--- src/rtl/mem_pkg.sv ---
// Shared size codes, FSM encodings and byte-enable helpers for the MEM-stage load/store unit.
package mem_pkg;

  localparam logic [1:0] SZ_B = 2'b00;
  localparam logic [1:0] SZ_H = 2'b01;
  localparam logic [1:0] SZ_W = 2'b10;

  localparam logic [1:0] ST_IDLE = 2'd0;
  localparam logic [1:0] ST_REQ  = 2'd1;
  localparam logic [1:0] ST_DONE = 2'd2;

  // Reserved size code 2'b11 behaves as a full word.
  function automatic logic [3:0] be_lookup(input logic [1:0] size, input logic [1:0] off);
    case (size)
      SZ_B:    be_lookup = 4'b0001 << off;
      SZ_H:    be_lookup = off[1] ? 4'b1100 : 4'b0011;
      default: be_lookup = 4'b1111;
    endcase
  endfunction

  function automatic logic is_misaligned(input logic [1:0] size, input logic [1:0] off);
    case (size)
      SZ_B:    is_misaligned = 1'b0;
      SZ_H:    is_misaligned = off[0];
      default: is_misaligned = (off != 2'b00);
    endcase
  endfunction

endpackage

--- src/rtl/mem_stage_lsu_load_align.sv ---
// Picks the addressed byte/half out of a raw read word and sign- or zero-extends it.
module load_align
  import mem_pkg::*;
(
  input  logic [31:0] rdata_i,
  input  logic [1:0]  off_i,
  input  logic [1:0]  size_i,
  input  logic        uns_i,
  output logic [31:0] data_o
);

  logic [7:0]  byte_v;
  logic [15:0] half_v;

  always_comb begin
    byte_v = rdata_i[8*off_i +: 8];
    half_v = off_i[1] ? rdata_i[31:16] : rdata_i[15:0];
    case (size_i)
      SZ_B:    data_o = {{24{~uns_i & byte_v[7]}}, byte_v};
      SZ_H:    data_o = {{16{~uns_i & half_v[15]}}, half_v};
      default: data_o = rdata_i;
    endcase
  end

endmodule

--- src/rtl/mem_stage_lsu.sv ---
// MEM-stage load/store unit: req/ack data-memory handshake, store lane steering,
// load alignment and pipeline stall generation.
module mem_stage_lsu
  import mem_pkg::*;
#(
  parameter int unsigned TIMEOUT = 255,
  parameter int unsigned CNT_W   = 8
) (
  input  logic        clka,
  input  logic        rst,
  input  logic        memreadM,
  input  logic        memwriteM,
  input  logic [1:0]  mem_sizeM,
  input  logic        mem_unsignedM,
  input  logic [31:0] AluOutM,
  input  logic [31:0] WriteDataM,
  output logic        mem_req,
  output logic        mem_we,
  output logic [31:0] mem_addr,
  output logic [3:0]  mem_be,
  output logic [31:0] mem_wdata,
  input  logic        mem_ack,
  input  logic [31:0] mem_rdata,
  output logic [31:0] ReadDataM,
  output logic        stallM,
  output logic        addr_errM,
  output logic        bus_errM
);

  localparam logic [CNT_W-1:0] TO_VAL = CNT_W'(TIMEOUT);

  logic [1:0]       state_q, state_d;
  logic             req_q, req_d;
  logic             we_q, we_d;
  logic [31:0]      addr_q, addr_d;
  logic [3:0]       be_q, be_d;
  logic [31:0]      wdata_q, wdata_d;
  logic [31:0]      rdata_q, rdata_d;
  logic [CNT_W-1:0] count_q, count_d;
  logic             berr_q, berr_d;
  logic [1:0]       off_q, off_d;
  logic [1:0]       size_q, size_d;
  logic             uns_q, uns_d;

  logic        access, misaligned;
  logic [31:0] store_data, aligned;

  assign access     = memreadM | memwriteM;
  assign misaligned = is_misaligned(mem_sizeM, AluOutM[1:0]);

  always_comb begin
    case (mem_sizeM)
      SZ_B:    store_data = {4{WriteDataM[7:0]}};
      SZ_H:    store_data = {2{WriteDataM[15:0]}};
      default: store_data = WriteDataM;
    endcase
  end

  always_comb begin
    state_d = state_q;
    req_d   = req_q;
    we_d    = we_q;
    addr_d  = addr_q;
    be_d    = be_q;
    wdata_d = wdata_q;
    rdata_d = rdata_q;
    count_d = count_q;
    berr_d  = berr_q;
    off_d   = off_q;
    size_d  = size_q;
    uns_d   = uns_q;
    case (state_q)
      ST_IDLE: begin
        // A store wins over a simultaneous load, so the write strobe simply follows memwriteM.
        if (access && !misaligned) begin
          state_d = ST_REQ;
          req_d   = 1'b1;
          we_d    = memwriteM;
          addr_d  = {AluOutM[31:2], 2'b00};
          be_d    = be_lookup(mem_sizeM, AluOutM[1:0]);
          wdata_d = store_data;
          off_d   = AluOutM[1:0];
          size_d  = mem_sizeM;
          uns_d   = mem_unsignedM;
          count_d = '0;
          berr_d  = 1'b0;
        end
      end
      ST_REQ: begin
        if (mem_ack) begin
          rdata_d = mem_rdata;
          req_d   = 1'b0;
          we_d    = 1'b0;
          state_d = ST_DONE;
        end else begin
          count_d = count_q + 1'b1;
          if ((TIMEOUT != 0) && (count_d == TO_VAL)) begin
            req_d   = 1'b0;
            we_d    = 1'b0;
            berr_d  = 1'b1;
            state_d = ST_DONE;
          end
        end
      end
      ST_DONE: begin
        state_d = ST_IDLE;
        count_d = '0;
        berr_d  = 1'b0;
      end
      default: state_d = ST_IDLE;
    endcase
  end

  always_ff @(posedge clka) begin
    if (!rst) begin
      state_q <= ST_IDLE;
      req_q   <= 1'b0;
      we_q    <= 1'b0;
      addr_q  <= '0;
      be_q    <= '0;
      wdata_q <= '0;
      rdata_q <= '0;
      count_q <= '0;
      berr_q  <= 1'b0;
      off_q   <= '0;
      size_q  <= '0;
      uns_q   <= 1'b0;
    end else begin
      state_q <= state_d;
      req_q   <= req_d;
      we_q    <= we_d;
      addr_q  <= addr_d;
      be_q    <= be_d;
      wdata_q <= wdata_d;
      rdata_q <= rdata_d;
      count_q <= count_d;
      berr_q  <= berr_d;
      off_q   <= off_d;
      size_q  <= size_d;
      uns_q   <= uns_d;
    end
  end

  load_align u_load_align (
    .rdata_i (rdata_q),
    .off_i   (off_q),
    .size_i  (size_q),
    .uns_i   (uns_q),
    .data_o  (aligned)
  );

  assign mem_req   = req_q;
  assign mem_we    = we_q;
  assign mem_addr  = addr_q;
  assign mem_be    = be_q;
  assign mem_wdata = wdata_q;
  assign addr_errM = access & misaligned;
  assign bus_errM  = (state_q == ST_DONE) & berr_q;
  assign ReadDataM = ((state_q == ST_DONE) && !berr_q) ? aligned : 32'd0;
  // DONE drops the stall so the pipeline advances on the same edge that returns to IDLE.
  assign stallM    = (state_q == ST_IDLE) ? (access & ~misaligned) : (state_q == ST_REQ);

endmodule
--- config.mk ---
export PLATFORM = sky130hd
export DESIGN_NAME = mem_stage_lsu
export DESIGN_NICKNAME = d
export VERILOG_FILES = /design/src/rtl/mem_pkg.sv /design/src/rtl/mem_stage_lsu_load_align.sv /design/src/rtl/mem_stage_lsu.sv
export SDC_FILE = /design/constraint.sdc
export NUM_CORES = 1
export LEC_CHECK = 0
export CAP_MARGIN = 20
export CORE_UTILIZATION = 45
export DETAILED_ROUTE_END_ITERATION = 8
export GPL_ROUTABILITY_DRIVEN = 0
export PLACE_DENSITY_LB_ADDON = 0.1
export SYNTH_ARGS = -nofsm -noshare
export SYNTH_HDL_FRONTEND = slang
export SYNTH_HIERARCHICAL = 1
export SYNTH_SLANG_ARGS = --single-unit
--- constraint.sdc ---
create_clock -name clka -period 3.7 [get_ports clka]
set_input_delay 0.37 -clock clka [delete_from_list [all_inputs] [get_ports clka]]
set_output_delay 0.37 -clock clka [all_outputs]
set_load 0.03 [all_outputs]
### Yosys cells after proc, flatten, opt, wreduce, memory -nomap -nowiden

Index checks and enable logic that the tools add are counted.
Widths: inputs -> output; s select.

* register bits after elaboration: 116
* input bits: 104
* output and inout bits: 105
* word-level logic and storage cells: 73

* add/sub/neg operators: 1
* equality and inequality tests: 9
* shift-type cells: 2
* mux-type cells: 25
* bitwise operators: 8
* reduce and logical (&&, ||, !) cells: 16

Operators by type and width (number)
* $pmux 32 s2: 2
* $mux 32: 1
* $shiftx 32x6->8: 1
* $pmux 8 s3: 1
* $mux 16: 1
* $mux 8: 2
* $add 8x1->8 const B: 1
* $eq 8x8->1 const B: 1
* $mux 1: 8
* $pmux 4 s2: 1
* $eq 2x1->1 const B: 3
* $logic_not 2->1: 3
* $mux 2: 3
* $ne 2x2->1 const B: 3
* $pmux 1 s2: 3
* $reduce_and 2->1: 3
* $reduce_and 3->1: 2
* $and 1x1->1: 5
* $mux 4: 1
* $pmux 2 s2: 1
* $reduce_and 4->1: 1
* $reduce_bool 2->1: 2
* $shl 1x2->4 const A: 1
* $ne 3x3->1 const B: 1
* 7 further kinds: 10

### Longest topological paths before layout

Gate-level depths: netlist of run 1.

* depth after elaboration: 6
* depth in mapped cells: 8
* depth with buffers taken out: 6

### Cells and area by module

The synthesis of run 1 kept the hierarchy.

Modules (own cells, without submodules)
* mem_stage_lsu: times used 1, cells each 624, area an instance 4863.4 µm², seq. area each 2322.2 µm²
* load_align: times used 1, cells each 122, area an instance 694.4 µm², seq. area each 0.0 µm²

### Worst setup path after synthesis of run 1

Ideal clock, no wire load.

* path type: register to register
* start point: register count_q[0]
* end point: register we_q, in the netlist mem_we
* setup time: 0.122 ns
* arrival: 1.881 ns
* required time: 3.578 ns
* slack: 1.697 ns
* stages on the path, launching flop included: 7
* buffers on the path: 0
* period minus slack after synthesis: 2.003 ns
* cell sequence: dfxtp_1 -> ha_1 -> nand3_2 -> or3_4 -> a2111oi_4 -> nor3_1 -> o311a_1

* cells in the longest elaborated chain, start to end: 4

Ends and longest elaborated chain
* start, declared: RTL line mem_stage_lsu.sv:39 `logic [CNT_W-1:0] count_q, count_d;`
* start signal, assigned: RTL line mem_stage_lsu.sv:136 `count_q <= count_d;`
* $add 8x1->8: RTL line mem_stage_lsu.sv:96 `count_d = count_q + 1'b1;`
* $eq 8x8->1: RTL line mem_stage_lsu.sv:97 `if ((TIMEOUT != 0) && (count_d == TO_VAL)) begin`
* $ne 3x3->1 (no line)
* $reduce_and 3->1 (no line)
* end signal, assigned: RTL line mem_stage_lsu.sv:131 `we_q <= we_d;`
* end, declared: RTL line mem_stage_lsu.sv:34 `logic we_q, we_d;`

No other way between the ends.
A chain may end at the register's enable or synchronous reset.

### Worst setup path after layout of run 1

* start point: register off_q[1]
* end point: output port ReadDataM[15]

* cells in the longest elaborated chain, start to end: 4
* elaborated cells between the ends (all ways): 5
* those cells by class: 1 x shift; 3 x mux; 1 x bitwise

Ends and longest elaborated chain
* start, declared: RTL line mem_stage_lsu.sv:41 `logic [1:0] off_q, off_d;`
* start signal, assigned: RTL line mem_stage_lsu.sv:125 `off_q <= '0;`
* start signal, assigned: RTL line mem_stage_lsu.sv:138 `off_q <= off_d;`
* $shiftx 32x6->8: RTL line mem_stage_lsu_load_align.sv:16 `byte_v = rdata_i[8*off_i +: 8];`
* $and 1x1->1: RTL line mem_stage_lsu_load_align.sv:19 `SZ_B: data_o = {{24{~uns_i & byte_v[7]}}, byte_v};`
* $pmux 32 s2 (*): RTL line mem_stage_lsu_load_align.sv:18 `case (size_i)`
* net aligned[15]: RTL line mem_stage_lsu.sv:46 `logic [31:0] store_data, aligned;`
* $mux 32 (*): RTL line mem_stage_lsu.sv:159 `assign ReadDataM = ((state_q == ST_DONE) && !berr_q) ? aligned : 32'd0;`
* end, declared: RTL line mem_stage_lsu.sv:24 `output logic [31:0] ReadDataM,`

The timed path passes the listed nets; every way through them passes the cells marked *.

==> summary.txt, run 1 <==
Clocking
  • Root buf cell: clkbuf_16
  • Hold buffer count at CTS: 0
  • Clock transition at path regs: about 50 ps
  • H-tree depth: 4
  • Clock Path Buffers: 2
  • Post-CTS Resized: 0
  • CTS Buf Count: 17
  • Setup bufs post-CTS: 0
  • Clk sinks: 116
  • CTS tree: done
  • Worst-Skew Late Latency: 410 ps

Timing
  • Final hold violation count: 0
  • Setup TNS: 0 ps
  • Clk_skew: between 5 and 6 ps
  • Achievable Freq: 292 MHz
  • Hold_ws: approximately 450 ps
  • Pins Over Slew Limit: 0
  • Final WS setup: 275 ps
  • RSZ-0062 raised after global routing: false
  • Least-Margin Pin Slew: 755 ps
  • Final Cycle Share: 92.6%
  • Final worst path period need: 3430 ps
  • Rel. slew slack: 49.6%
  • Final setup fails: 0

Routing
  • First DRT Iteration DRCs: 395
  • DR vias: approximately 5,800
  • Routed Wire Length: 16,800 um
  • Vias per cell: 5.37
  • Residual DRC: 0
  • DRT Pass-1 Iters: 9
  • Antenna-violating nets left: 0
  • Wirelength per Cell: 15.5 um

Finish
  • Layout cells sized above 1: 5.98%
  • Commonest cells after routing, fill and taps aside: nand2_1 (242), clkdlybuf4s50_1 (206), dfxtp_1 (116)
  • Register area: 2320 um2
  • Fin cells: 1,084
  • Multi-input gate area in the final layout: 2950 um2
  • Synth-to-layout area growth: 48.5%
  • Layout fillers: approximately 1,000
  • Layout net count: between 1,000 and 1,500
  • ANT cells: 0
  • Finished Cell Area: slightly above 8000 um2
  • Commonest non-fill, non-tap cell in the layout: nand2_1

Setup path
  • Arrival time at the worst endpoint: just over 3000 ps
  • Reg2reg setup slack: 1480 ps
  • Endpoint of the lowest-slack register-to-register path: mem_we
  • Worst setup path start: off_q[1]
  • Worst Reg2Reg Path Length in Cells: 6
  • Critical Path RT: 3330 ps
  • Reg2Reg Launch Point: count_q[0]
  • Critical path peak fanout: 26
  • Crit. End Element: primary output
  • Crit path kind: flip-flop to primary output
  • Worst Setup Start Kind: flip-flop

Synthesis
  • Synth Register Bits: 116
  • Main area contributors after synthesis: dfxtp_1 (42%), nand2_1 (16%), a21oi_1 (8.4%), and2_1 (3.9%), mux2i_1 (3.4%)
  • Mapped Avg Cell Area: 7.45 um2
  • Sequential area share after synthesis: 41.8%
  • Post-Syn Area: 5560 um2
  • YS warnings: 6
  • Post-synth top area cell: dfxtp_1
  • Number of synthesized flops with an enable pin: 0
  • Ys async rst share: 0%
  • Area share of the largest cell type after synthesis: 41.8%
  • Synth Flop Type: dfxtp_1
  • Cell variety after synth: 58
  • Post-synthesis instance total: 746

Floorplan
  • Die X: roughly 110 um
  • Die Y: 113 um
  • Initial Util: 46.3%
  • Die Area: 12,800 um2
  • Area of the core: 12,000 um2
  • Ports: 209
  • Std-Cell Rows: 40

Place
  • Estimated wirelength of the detail-placed design: 11,700 um
  • Placed cells: 1,051
  • # port buffers: 206
  • Pre-CTS setup slack: 784 ps
  • DP Area: roughly 7600 um2

Global route
  • GRT overflow: 0
  • Initial antenna violation count: 0
  • First-pass GRT wire length: 26,700 um
  • Largest net degree at the start of global routing: 68
  • Vias in the first global route: 5,425
  • GRT Total Usage: 26.4%

Run status
  • Status: finished, final reports clean

Run
  • Max Cap Violations: 0

Power and ir drop
  • Worst vdd ir: 380 uV
  • P_leak: 0.00313 uW
  • Pwr/cell area: 453 nW/um2

Worst hold path
  • Hold_sp: mem_wdata[25]
  • Hold path endpoint: mem_wdata[25]
  • Hold depth: 2
  • Hold Crit Class: flip-flop to flip-flop
[layout make-up]
cell class              count  share of cell area [%]
clock buffers              21                    5.70
clock inverters            11                    1.52
inverters                   7                   0.334
multi-input cells         565                    35.7
flip-flops and latches    116                    28.1
well taps                 147                    2.23
repair buffers            217                    26.4
[layer usage]
layer | vias up | track usage, % | share of wire [%]
met5 | - | 0 | 0
met4 | 0 | 10.4 | 2.3
met3 | 36 | 10.7 | 9.0
met2 | 251 | 45.4 | 49
met1 | 2674 | 28.9 | 40
li1 | 2864 | - | -
[critical path, stage by stage, from the launching register on]
cell	delay, ps
dfxtp_1	800
nor2b_1	650
nand2_1	130
nand2_1	100
a221o_1	130
and2_1	150
clkdlybuf4s50_1	670
[logic make-up (layout without fill, tap and decap cells)]
| family | count (synthesis) | count (layout) | share of synthesized area, % |
|---|---|---|---|
| AOI/OAI and AO/OA | 183 | 183 | 20.4 |
| DFF | 116 | 116 | 41.8 |
| adders and majority gates | 2 | 2 | 0.450 |
| xor gates and xnor gates | 2 | 2 | 0.315 |
| and+or+nand+nor | 356 | 356 | 27.8 |
| muxes | 20 | 20 | 3.69 |
| other | 1 | 2 | 0.0675 |
| buffers and inverters | 66 | 256 | 5.52 |
[stage by stage]
step                      power, uW  utilization [%]
after CTS                      3750             68.5
after detailed placement       2110             63.5
after global routing           3890             68.7
after global placement         2100             63.5
final                          3740             68.7
after floorplan                1810                -
[synthesized netlist by cell type (2+ instances only)]
master / instances
inv_1: 6
a21oi_1: 93
buf_4: 10
a2bb2oi_1: 3
dfxtp_1: 116
o21a_1: 2
o21ai_0: 26
and3_1: 2
clkbuf_1: 36
nand3_1: 3
buf_2: 11
a21o_1: 3
mux2i_1: 19
o22a_1: 3
a22oi_1: 5
a221o_1: 8
nor2b_1: 8
a311oi_1: 9
and2_1: 35
a31oi_1: 5
nor3_1: 7
nand2b_1: 8
ha_1: 2
nand2_1: 243
nor2_1: 38
a31o_2: 2
a211oi_1: 10
o21ai_1: 3
[registers in the layout (all words and copies together) (netlist names), 2 cells and up]
name       flops
mem_wdata     32
mem_addr      30
state_q        2
rdata_q       32
count_q        8
off_q          2
mem_be         4
size_q         2
[power by group]
part	switching, uW	internal [uW]
sequential	60.6	1330
clock	598	1040
combinational	394	312
[worst max path at each step]
stage / cells past startpoint / end / slack (ps)
after floorplan: 6 / mem_we / 1700
after global placement: 5 / ReadDataM[14] / 870
after detailed placement: 6 / ReadDataM[14] / 780
after CTS: 6 / ReadDataM[14] / 320
after global routing: 6 / ReadDataM[15] / 160
final: 6 / ReadDataM[15] / 270
(Power assumes the default switching activity.)
==> inputs of run 2 (changes only) <==
--- a/config.mk
+++ b/config.mk
@@ -10,6 +10,8 @@
 export DETAILED_ROUTE_END_ITERATION = 8
 export GPL_ROUTABILITY_DRIVEN = 0
 export PLACE_DENSITY_LB_ADDON = 0.1
+export REMOVE_ABC_BUFFERS = 1
+export SETUP_SLACK_MARGIN = 0.3
 export SYNTH_ARGS = -nofsm -noshare
 export SYNTH_HDL_FRONTEND = slang
 export SYNTH_HIERARCHICAL = 1
==> run 2 against run 1 <==
Against the previous run: count of clock-buffer cells in the layout stayed put; design area is 0.41% higher; global-route usage is 0.60 points lower; flip-flop and latch count stayed put; non-clock buffer count is 1 lower; clock skew hardly changed; clock power is 4% higher; sequential share of layout area is 0.10 points lower; critical path type unchanged; highest routed layer unchanged.
==> summary.txt, run 2 (same netlist as run 1, synthesis figures left out) <==
Finish
  • Layout Utilization: 69.0% (+0.28 points)
  • Synth-to-layout area growth: 49.1%
  • Commonest cells after routing, fill and taps aside: nand2_1 (242), clkdlybuf4s50_1 (206), dfxtp_1 (115)
  • Commonest non-fill, non-tap cell in the layout: nand2_1
  • Layout cells sized above 1: 5.78% (-0.20 points)
  • Layout net count: 1,029 (-0.097%)
  • ANT cells: 0 (unchanged)

Timing
  • Final Cycle Share: 85.9% (-6.7 points)
  • Final worst path period need: 3180 ps (-247 ps)
  • RSZ-0062 raised after global routing: false
  • Final hold violation count: 0 (unchanged)
  • Pins Over Slew Limit: 0 (unchanged)
  • Setup TNS: 0 ps (unchanged)
  • Rel. slew slack: 50.9% (+1.2 points)
  • Clk_skew: 5.14 ps (-0.317 ps)
  • Achievable Freq: 315 MHz (+7.8%)
  • Final setup fails: 0 (unchanged)
  • Final WS setup: 522 ps (+247 ps)
  • Least-Margin Pin Slew: 731 ps (-23.6 ps)

Global route
  • M3 GR Usage: 7.34% (-3.3 points)
  • Vias in the first global route: 5,380 (-0.83%)
  • Met2 GRT Util: 43.8% (-1.6 points)
  • GRT overflow: 0 (unchanged)
  • GR peak layer: met2
  • Initial antenna violation count: 0 (unchanged)
  • Largest net degree at the start of global routing: 109 (+60%)
  • Met1 usage: 31.1% (+2.2 points)
  • GRT Total Usage: 25.8% (-0.60 points)
  • First-pass GRT wire length: 26,300 um (-1.3%)

Clocking
  • Clock transition at path regs: 50 ps (about the same)
  • CTS Buf Count: 17 (unchanged)
  • Root buf cell: clkbuf_16
  • CTS tree: done
  • Clock Path Buffers: 2 (unchanged)
  • H-tree depth: 4 (unchanged)
  • Clk sinks: 116 (unchanged)
  • Worst-Skew Late Latency: 410 ps (about the same)
  • Hold buffer count at CTS: 0 (unchanged)

Power and ir drop
  • Pwr/cell area: 459 nW/um2 (+1.5%)
  • P_leak: 0.00315 uW (+0.73%)
  • Worst vdd ir: 280 uV (-26%)

Setup path
  • Reg2Reg Launch Point: count_q[0]
  • Critical path peak fanout: 15 (-42%)
  • Worst Reg2Reg Path Length in Cells: 6 (unchanged)
  • Arrival time at the worst endpoint: 2810 ps (-250 ps)
  • Critical Path RT: 3330 ps (about the same)
  • Crit. End Element: primary output
  • Endpoint of the lowest-slack register-to-register path: mem_we
  • Crit path kind: flip-flop to primary output
  • Worst Setup Start Kind: flip-flop
  • Reg2reg setup slack: 1490 ps (about the same)

Routing
  • DR vias: 5,769 (-0.96%)
  • DRT Pass-1 Iters: 5 (-4)
  • Antenna-violating nets left: 0 (unchanged)
  • First DRT Iteration DRCs: 370 (-6.3%)
  • Residual DRC: 0 (unchanged)
  • Routed Wire Length: 16,500 um (-2.1%)
  • Vias per cell: 5.33 (-0.78%)
  • Wirelength per Cell: 15.2 um (-2.0%)

Place
  • # port buffers: 206 (unchanged)
  • Estimated wirelength of the detail-placed design: 11,000 um (-6.0%)
  • Pre-CTS setup slack: 801 ps (+17.2 ps)

Run status
  • Status: finished, final reports clean

Floorplan
  • Area of the core: 12,000 um2 (unchanged)
  • Die Area: 12,800 um2 (unchanged)
  • Std-Cell Rows: 40 (unchanged)
  • Ports: 209 (unchanged)
  • Initial Util: 46.3% (unchanged)
  • Die X: 113 um (unchanged)
  • Die Y: 113 um (unchanged)

Worst hold path
  • Hold depth: 2 (unchanged)
  • Hold Crit Class: flip-flop to flip-flop
  • Hold path endpoint: mem_addr[3]
  • Hold_sp: mem_addr[3]

Run
  • Max Cap Violations: 0 (unchanged)
==> run 2: final cells by class <==
class                      count  area (um2)
clock buffer                  21         460
clock inverter                10         155
fill                         991        3720
tap                          147         184
sequential                   116        2320
inverter                       7        27.5
multi-input combinational    565        2950
timing repair buffer         216        2190
==> run 2: layer usage <==
layer,up-vias,share of wire (%),routed length [um]
met5,-,0,0
met4,0,1.7,284
met3,23,7.5,1230
met2,223,49,7990
met1,2665,42,6950
li1,2858,-,-
==> run 2: worst max path at each step <==
stage                     from       endpoint  slack [ps]  depth (start not counted)
global route         size_q[0]   ReadDataM[4]         330                          6
floorplan           AluOutM[1]  mem_wdata[10]         -40                          4
CTS                   off_q[1]   ReadDataM[8]         310                          5
detailed placement    off_q[1]   ReadDataM[8]         800                          5
global placement      off_q[1]   ReadDataM[9]         840                          5
finish               size_q[0]   ReadDataM[2]         520                          6
==> run 2: what timing repair did <==
item                       CTS  global route
setup endpoints to repair    0            25
buffers inserted             0             0
resized for setup            0             1
==> run 2: stage by stage <==
stage	total power [uW]	instance area, um2	std cells	hold WS [ps]
after CTS	3820	8230	1080	454
after global placement	2100	7610	1049	440
after detailed placement	2110	7610	1049	447
after global routing	3960	8290	1082	463
after floorplan	1770	5280	688	430
final	3810	8290	1082	453
==> run 2: critical path, cell delays in order, from the launching register on <==
cell             delay, ps
dfxtp_1                710
nor2b_2                240
nor2b_1                340
a22oi_1                150
o21ai_1                150
and2_1                 140
clkdlybuf4s50_1        660
==> run 2: power by group <==
| part | internal [uW] | switching (uW) | leakage, uW |
|---|---|---|---|
| logic | 315 | 397 | 0.00190 |
| registers | 1330 | 58.4 | 0.000948 |
| clock network | 1150 | 558 | 0.000299 |
